===== src/rtl/ballot_controller_if.sv =====
// Ballot controller signal bundle: raw buttons and officer controls in, vote pulses and status out.
// Pure wiring, no storage; the controller drives every output from a flop.
// No backpressure: vote pulses are fire-and-forget to the tally stage.
interface ballot_controller_if;
  logic       btn_c1;
  logic       btn_c2;
  logic       btn_c3;
  logic       voter_auth;
  logic       close_poll;
  logic       vote_c1;
  logic       vote_c2;
  logic       vote_c3;
  logic       ready;
  logic       multi_press;
  logic       timeout;
  logic       closed;
  logic [7:0] ballot_count;

  // Stimulus side (officer console / buttons / tally consumer)
  modport master (
    output btn_c1, btn_c2, btn_c3, voter_auth, close_poll,
    input  vote_c1, vote_c2, vote_c3, ready, multi_press, timeout, closed, ballot_count
  );

  // Controller side
  modport slave (
    input  btn_c1, btn_c2, btn_c3, voter_auth, close_poll,
    output vote_c1, vote_c2, vote_c3, ready, multi_press, timeout, closed, ballot_count
  );
endinterface


===== src/rtl/ballot_controller.sv =====
// Voting-booth controller: sync + debounce three buttons, arm one ballot per voter_auth, emit one vote pulse.
// Latency: clean press sampled at edge 0 -> vote pulse registered at edge DEBOUNCE_CYCLES+3 (FSM must be ARMED).
// No backpressure: downstream tally must accept every one-cycle vote pulse; extra presses are dropped.
module ballot_controller #(
  parameter int DEBOUNCE_CYCLES = 4,
  parameter int LOCKOUT_CYCLES  = 8,
  parameter int ARM_TIMEOUT     = 255
) (
  input  logic               clk,
  input  logic               rst_n,
  ballot_controller_if.slave bus
);

  typedef enum logic [2:0] {
    IDLE    = 3'd0,
    ARMED   = 3'd1,
    CAST    = 3'd2,
    LOCKOUT = 3'd3,
    CLOSED  = 3'd4
  } state_t;

  localparam logic [7:0]  DB_LAST = 8'(DEBOUNCE_CYCLES - 1);
  localparam logic [7:0]  LK_LAST = 8'(LOCKOUT_CYCLES - 1);
  localparam logic [15:0] TO_LAST = 16'(ARM_TIMEOUT - 1);

  logic [2:0]      btn_raw;
  logic [2:0]      sync1_q, sync1_d, sync2_q, sync2_d;
  logic [2:0]      deb_q, deb_d, deb_prev_q, deb_prev_d;
  logic [2:0][7:0] db_cnt_q, db_cnt_d;
  logic [2:0]      press_q, press_d;
  logic            press_one, press_multi;

  state_t          state_q, state_d;
  logic [2:0]      cand_q, cand_d;
  logic [15:0]     tmo_q, tmo_d;
  logic [7:0]      lk_q, lk_d;

  logic [2:0]      vote_q, vote_d;
  logic            ready_q, ready_d;
  logic            multi_press_q, multi_press_d;
  logic            timeout_q, timeout_d;
  logic            closed_q, closed_d;
  logic [7:0]      ballot_count_q, ballot_count_d;

  assign btn_raw = {bus.btn_c3, bus.btn_c2, bus.btn_c1};

  // Button front end: 2-flop sync, restartable stability counter, rising-edge press pulse
  always_comb begin
    sync1_d    = btn_raw;
    sync2_d    = sync1_q;
    deb_d      = deb_q;
    db_cnt_d   = '0;
    deb_prev_d = deb_q;
    for (int i = 0; i < 3; i++) begin
      // Count only while the synced level disagrees with the accepted level; a flip back clears it
      if (sync2_q[i] != deb_q[i]) begin
        if (db_cnt_q[i] == DB_LAST) begin
          deb_d[i] = sync2_q[i];
        end else begin
          db_cnt_d[i] = db_cnt_q[i] + 8'd1;
        end
      end
    end
    press_d = deb_q & ~deb_prev_q;
  end

  // Front-end registers
  always_ff @(posedge clk or negedge rst_n) begin
    if (!rst_n) begin
      sync1_q    <= '0;
      sync2_q    <= '0;
      deb_q      <= '0;
      deb_prev_q <= '0;
      db_cnt_q   <= '0;
      press_q    <= '0;
    end else begin
      sync1_q    <= sync1_d;
      sync2_q    <= sync2_d;
      deb_q      <= deb_d;
      deb_prev_q <= deb_prev_d;
      db_cnt_q   <= db_cnt_d;
      press_q    <= press_d;
    end
  end

  assign press_one   = $onehot(press_q);
  assign press_multi = (press_q != 3'b000) && !press_one;

  // FSM state and its counters
  always_ff @(posedge clk or negedge rst_n) begin
    if (!rst_n) begin
      state_q <= IDLE;
      cand_q  <= '0;
      tmo_q   <= '0;
      lk_q    <= '0;
    end else begin
      state_q <= state_d;
      cand_q  <= cand_d;
      tmo_q   <= tmo_d;
      lk_q    <= lk_d;
    end
  end

  // Next-state: presses only matter in ARMED; close_poll overrides everything
  always_comb begin
    state_d = state_q;
    cand_d  = cand_q;
    tmo_d   = tmo_q;
    lk_d    = lk_q;
    unique case (state_q)
      IDLE: begin
        if (bus.voter_auth && (ballot_count_q != 8'hFF)) begin
          state_d = ARMED;
          tmo_d   = '0;
        end
      end
      ARMED: begin
        // A single press wins even on the last armed cycle; a multi-press keeps the timer running
        if (press_one) begin
          state_d = CAST;
          cand_d  = press_q;
        end else if (tmo_q == TO_LAST) begin
          state_d = IDLE;
        end else begin
          tmo_d = tmo_q + 16'd1;
        end
      end
      CAST: begin
        state_d = LOCKOUT;
        lk_d    = '0;
      end
      LOCKOUT: begin
        if (lk_q == LK_LAST) begin
          state_d = IDLE;
        end else begin
          lk_d = lk_q + 8'd1;
        end
      end
      CLOSED:  state_d = CLOSED;
      default: state_d = IDLE;
    endcase
    if (bus.close_poll) begin
      state_d = CLOSED;
    end
  end

  // Output decode from the upcoming state so every output is a flop aligned with the state
  always_comb begin
    vote_d         = '0;
    multi_press_d  = 1'b0;
    timeout_d      = 1'b0;
    ready_d        = (state_d == ARMED);
    closed_d       = (state_d == CLOSED);
    ballot_count_d = ballot_count_q;
    if (state_d == CAST) begin
      vote_d = cand_d;
      if (ballot_count_q != 8'hFF) begin
        ballot_count_d = ballot_count_q + 8'd1;
      end
    end
    if ((state_q == ARMED) && (state_d == ARMED) && press_multi) begin
      multi_press_d = 1'b1;
    end
    // The only ARMED->IDLE path is expiry
    if ((state_q == ARMED) && (state_d == IDLE)) begin
      timeout_d = 1'b1;
    end
  end

  // Output registers
  always_ff @(posedge clk or negedge rst_n) begin
    if (!rst_n) begin
      vote_q         <= '0;
      ready_q        <= 1'b0;
      multi_press_q  <= 1'b0;
      timeout_q      <= 1'b0;
      closed_q       <= 1'b0;
      ballot_count_q <= '0;
    end else begin
      vote_q         <= vote_d;
      ready_q        <= ready_d;
      multi_press_q  <= multi_press_d;
      timeout_q      <= timeout_d;
      closed_q       <= closed_d;
      ballot_count_q <= ballot_count_d;
    end
  end

  assign bus.vote_c1      = vote_q[0];
  assign bus.vote_c2      = vote_q[1];
  assign bus.vote_c3      = vote_q[2];
  assign bus.ready        = ready_q;
  assign bus.multi_press  = multi_press_q;
  assign bus.timeout      = timeout_q;
  assign bus.closed       = closed_q;
  assign bus.ballot_count = ballot_count_q;

endmodule


===== src/flat_wrapper.sv =====
// flat-port wrapper written by rule: the top's interface ports become plain ports
module ballot_controller_flat 
#(
  parameter int DEBOUNCE_CYCLES = 4,
  parameter int LOCKOUT_CYCLES  = 8,
  parameter int ARM_TIMEOUT     = 255
)
  (clk, rst_n, bus_btn_c1, bus_btn_c2, bus_btn_c3, bus_voter_auth, bus_close_poll, bus_vote_c1, bus_vote_c2, bus_vote_c3, bus_ready, bus_multi_press, bus_timeout, bus_closed, bus_ballot_count);
  ballot_controller_if bus_i ();
  input  logic clk;
  input  logic rst_n;
  input wire logic [$bits(bus_i.btn_c1)-1:0] bus_btn_c1;
  input wire logic [$bits(bus_i.btn_c2)-1:0] bus_btn_c2;
  input wire logic [$bits(bus_i.btn_c3)-1:0] bus_btn_c3;
  input wire logic [$bits(bus_i.voter_auth)-1:0] bus_voter_auth;
  input wire logic [$bits(bus_i.close_poll)-1:0] bus_close_poll;
  output wire logic [$bits(bus_i.vote_c1)-1:0] bus_vote_c1;
  output wire logic [$bits(bus_i.vote_c2)-1:0] bus_vote_c2;
  output wire logic [$bits(bus_i.vote_c3)-1:0] bus_vote_c3;
  output wire logic [$bits(bus_i.ready)-1:0] bus_ready;
  output wire logic [$bits(bus_i.multi_press)-1:0] bus_multi_press;
  output wire logic [$bits(bus_i.timeout)-1:0] bus_timeout;
  output wire logic [$bits(bus_i.closed)-1:0] bus_closed;
  output wire logic [$bits(bus_i.ballot_count)-1:0] bus_ballot_count;
  assign bus_i.btn_c1 = bus_btn_c1;
  assign bus_i.btn_c2 = bus_btn_c2;
  assign bus_i.btn_c3 = bus_btn_c3;
  assign bus_i.voter_auth = bus_voter_auth;
  assign bus_i.close_poll = bus_close_poll;
  assign bus_vote_c1 = bus_i.vote_c1;
  assign bus_vote_c2 = bus_i.vote_c2;
  assign bus_vote_c3 = bus_i.vote_c3;
  assign bus_ready = bus_i.ready;
  assign bus_multi_press = bus_i.multi_press;
  assign bus_timeout = bus_i.timeout;
  assign bus_closed = bus_i.closed;
  assign bus_ballot_count = bus_i.ballot_count;
  ballot_controller #(.DEBOUNCE_CYCLES(DEBOUNCE_CYCLES), .LOCKOUT_CYCLES(LOCKOUT_CYCLES), .ARM_TIMEOUT(ARM_TIMEOUT)) u_core (.clk(clk), .rst_n(rst_n), .bus(bus_i));
endmodule

===== config.mk =====
export PLATFORM = sky130hd
export DESIGN_NAME = ballot_controller_flat
export DESIGN_NICKNAME = d
export VERILOG_FILES = /design/src/rtl/ballot_controller_if.sv /design/src/rtl/ballot_controller.sv /design/src/flat_wrapper.sv
export SDC_FILE = /design/constraint.sdc
export NUM_CORES = 1
export LEC_CHECK = 0
export BUFFER_PORTS_ARGS = -buffer_cell sky130_fd_sc_hd__buf_2
export CAP_MARGIN = 20
export CORE_UTILIZATION = 55
export CTS_BUF_LIST = sky130_fd_sc_hd__clkbuf_8
export DETAILED_ROUTE_END_ITERATION = 7
export PLACE_DENSITY = 0.73
export SETUP_SLACK_MARGIN = 0.4
export SYNTH_ARGS = -nofsm -noshare
export SYNTH_HDL_FRONTEND = slang
export SYNTH_SLANG_ARGS = --single-unit

===== constraint.sdc =====
create_clock -name clk -period 4.5 [get_ports clk]
set_input_delay 0.225 -clock clk [delete_from_list [all_inputs] [get_ports clk]]
set_output_delay 0.225 -clock clk [all_outputs]
set_load 0.01 [all_outputs]

==> run_results.csv <==
group,metric,value,unit
detailed_routing,drt-initial-drc-count,140,
timing,drv_slew,0,
pwr,design_power_total,1.737,mW
floorplan,die_w,84.52,µm
detailed_routing,ant_nets,0,
cells_and_area,fill_cells,538,
worst_setup_path,worst-path-max-fanout,14,
cells_and_area,final_cell_mix,"dfrtp_1, nor2_1, nand2_1, nand3_1, buf_2",
run,max_cap_violations,0,
placed_design,numPortBuffers,21,
synthesis,synth_top_family_by_area,"simple AND/OR/NAND/NOR gates",
placed_design,place_ws,1.979,ns
worst_setup_path,path_cells,"inv_1 -> fa_1 -> nand2b_1 -> nand3_1 -> or4_1 -> a21oi_1",
synthesis,synth.distinct_cells,50,
synthesis,syn_inst,345,
worst_setup_path,worstPathRequired,4.76,ns
global_routing,grt_usage,0.2076,
worst_setup_path,slowest_stage,"or4_1",
placed_design,placed_cell_area,3897,µm²
clock_tree,clock-root-buffer,"clkbuf_8",
cells_and_area,finalInstanceArea,4183,µm²
run_status,violations,"design-rule violations",
floorplan,floorplan.rows,29,
timing,setup_viol,0,
clock_tree,post_cts_buffers,0,
timing,period_share,0.5519,
global_routing,first_global_vias,2542,
detailed_routing,vias_per_cell,5.939,
cells_and_area,layout_commonest_cell,"dfrtp_1",
clock_tree,cts.clk_slew.worst_paths,0.08,ns
cells_and_area,nets,389,
min_path,hold_class,"in -> reg",
detailed_routing,wire_per_inst,14.98,µm
cells_and_area,regArea,2027,µm²
cells_and_area,layoutNonFillerInstCount,456,
placed_design,dp.cells,434,
cells_and_area,antenna-diode-count,0,
pwr,powerDensity,415.2,nW/µm²
placed_design,gp_congestion,0.8166,
synthesis,synthSimpleGateAreaFrac,0.2295,
clock_tree,cts.sinks,81,
timing,timing.final.ws_setup,2.017,ns
synthesis,synth_edf_count,0,
cells_and_area,areaGrowthSynthToFinish,11.69,%
pwr,p_leak,1.873,nW
synthesis,synthAdderAreaFrac,0.02873,
synthesis,synth.net_count,360,
global_routing,grt_pass1_wl,11700,µm
run_status,run_status,"finished with violations",
clock_tree,cts_buffers,9,
timing,rsz0062_at_grt,"no",
timing,period_needed,2.483,ns
synthesis,ys.warnings.count,0,
detailed_routing,drc_errors,6,
detailed_routing,totalWireLength,6833,µm
floorplan,initial_core_util,0.5798,
timing,relSlewSlack,0.4398,
floorplan,core_area,6459,µm²
timing,tightest_slew,0.8385,ns
synthesis,synthMuxAreaShare,0.03107,
synthesis,synth_flop_cell,"dfrtp_1",
synthesis,ys_seq_area_frac,0.5413,
synthesis,async_flop_share,1.000,
global_routing,antenna_found_initial,0,
global_routing,gr-total-overflow,0,
synthesis,synth_compound_area_frac,0.08353,
timing,finalClockSkew,0.009817,ns
cells_and_area,multi_input_area,1633,µm²
detailed_routing,vias,2708,
timing,finalHoldViolCount,0,
detailed_routing,firstDrtPassIters,6,
clock_tree,htree_num_levels,3,
floorplan,io-pin-count,22,
floorplan,fp.dieH,84.52,µm
placed_design,dpl.hpwl,4445,µm
worst_setup_path,cpPeakStageDelay,0.62,ns
clock_tree,clk_latency,0.35,ns
timing,fin_tns_setup,0,ns
worst_setup_path,criticalPathCategory,"reg -> reg",
synthesis,synthesis.area,3745,µm²
worst_setup_path,critPathLaunchType,"flip-flop",
pwr,vdd_ir_drop_max,0.0002871,V
synthesis,ys_ff_latch,81,
clock_tree,cts_tree,"done",
floorplan,dieArea,7143,µm²
synthesis,synth-xor-area-share,0.06315,
global_routing,grt_max_degree,82,
timing,max_freq,402.7,MHz
worst_setup_path,critPathArrivalTime,2.75,ns
cells_and_area,drive_gt1_frac,0.1346,
clock_tree,clockBufferDepth,2,
worst_setup_path,endpoint_kind,"flip-flop",
synthesis,synth.avg_cell_area,10.85,µm²
-- layer usage --
metal  up-vias  track usage  wire (µm)
li1       1304            -          -
met1      1330       0.2803       3163
met2        65       0.3341       3331
met3         9      0.03933        269
met4         0      0.08320         70
met5         -            0          0
-- through the flow --
stage,hold WS [ns],utilization
3_5_place_dp,0.3348,0.6034
3_3_place_gp,0.3333,0.6034
2_1_floorplan,-0.07059,-
6_report,0.1673,0.6476
4_1_cts,0.06959,0.6406
5_1_grt,0.1826,0.6476
-- logic make-up (layout without fill, tap and decap cells) --
logic type,after synthesis,count (layout)
adders and majority gates,8,8
DFF,81,81
xor gates and xnor gates,27,27
AOI/OAI and AO/OA,46,46
and+or+nand+nor,154,154
buffers and inverters,18,52
muxes,11,11
-- power by group --
part | internal, mW | switching [mW]
sequential | 0.816 | 0.0820
clock | 0.307 | 0.254
combinational | 0.108 | 0.169
total | 1.23 | 0.505
-- final timing paths --
check | depth (start not counted) | end | start | slack, ns
worst max-delay path | 6 | u_core.tmo_q[4]$_DFFE_PN0P_ | u_core.press_q[0]$_DFF_PN0_ | 2.02
worst min-delay path | 2 | u_core.state_q[0]$_DFF_PN0_ | bus_close_poll | 0.17
worst max register to register | 6 | u_core.tmo_q[4]$_DFFE_PN0P_ | u_core.press_q[0]$_DFF_PN0_ | 2.02
worst min register to register | 0 | u_core.sync2_q[2]$_DFF_PN0_ | u_core.sync1_q[2]$_DFF_PN0_ | 0.35
max in group asynchronous | 3 | u_core.deb_prev_d[2]$_DFFE_PN0P_ | rst_n | 3.68
min in group asynchronous | 2 | u_core.bus.ballot_count[2]$_DFFE_PN0P_ | rst_n | 0.25
-- state kept, by name, indices dropped and copies added, names as in the netlist, 3 cells and up --
| name | flops |
|---|---|
| u_core.deb_prev_q | 3 |
| u_core.db_cnt_q | 24 |
| u_core.tmo_q | 16 |
| u_core.vote_q | 3 |
| u_core.lk_q | 8 |
| u_core.press_q | 3 |
| u_core.bus.ballot_count | 8 |
| u_core.state_q | 3 |
| u_core.sync1_q | 3 |
| u_core.deb_prev_d | 3 |
| u_core.sync2_q | 3 |
-- worst max-delay path: cells and delay by family, from the launching register on --
kind | cells | cell delay, ns
buffers and inverters | 1 | 0.06
AOI/OAI and AO/OA | 1 | 0.16
DFF | 1 | 0.33
adders and majority gates | 1 | 0.54
and+or+nand+nor | 3 | 1.31
-- cells in the mapped netlist, drive strengths merged (2+ instances only) --
cell	n	area, µm²
nand4	7	43.79
a21o	3	22.52
and2	2	12.51
nor4	12	81.33
ha	7	87.58
o21ai	6	30.02
xnor2	11	96.34
nor3	3	15.01
mux2i	6	60.06
or3	3	23.77
and3	11	68.82
nor2b	6	37.54
o31ai	11	82.58
inv	9	33.78
and4	3	26.28
nand2b	8	50.05
xor2	16	140.1
or4b	2	20.02
a211oi	2	27.53
nand2	24	90.09
nor2	28	105.1
nor3b	2	15.01
buf	4	32.53
mux2	5	56.30
dfrtp	81	2027
or4	13	97.59
clkbuf	5	18.77
a21boi	2	15.02
o211ai	2	15.01
nor4b	2	17.52
nand3	24	120.1
a21oi	14	70.07
-- repair_timing --
| action | 4_1_cts | 5_1_grt |
|---|---|---|
| hold buffers | 3 | 1 |
| endpoints found under the setup margin | 0 | 0 |
| endpoints found under the hold margin | 3 | 12 |
| resized for setup | 0 | 0 |
-- cell type report --
class | instances | share of cell area
Clock inverter | 7 | 0.02064
Sequential cell | 81 | 0.4846
Inverter | 9 | 0.008077
Clock buffer | 9 | 0.02961
Tap cell | 77 | 0.02303
Multi-Input combinational cell | 246 | 0.3904
Timing Repair Buffer | 27 | 0.04367
Note: power is estimated with default switching activity, not from simulation.
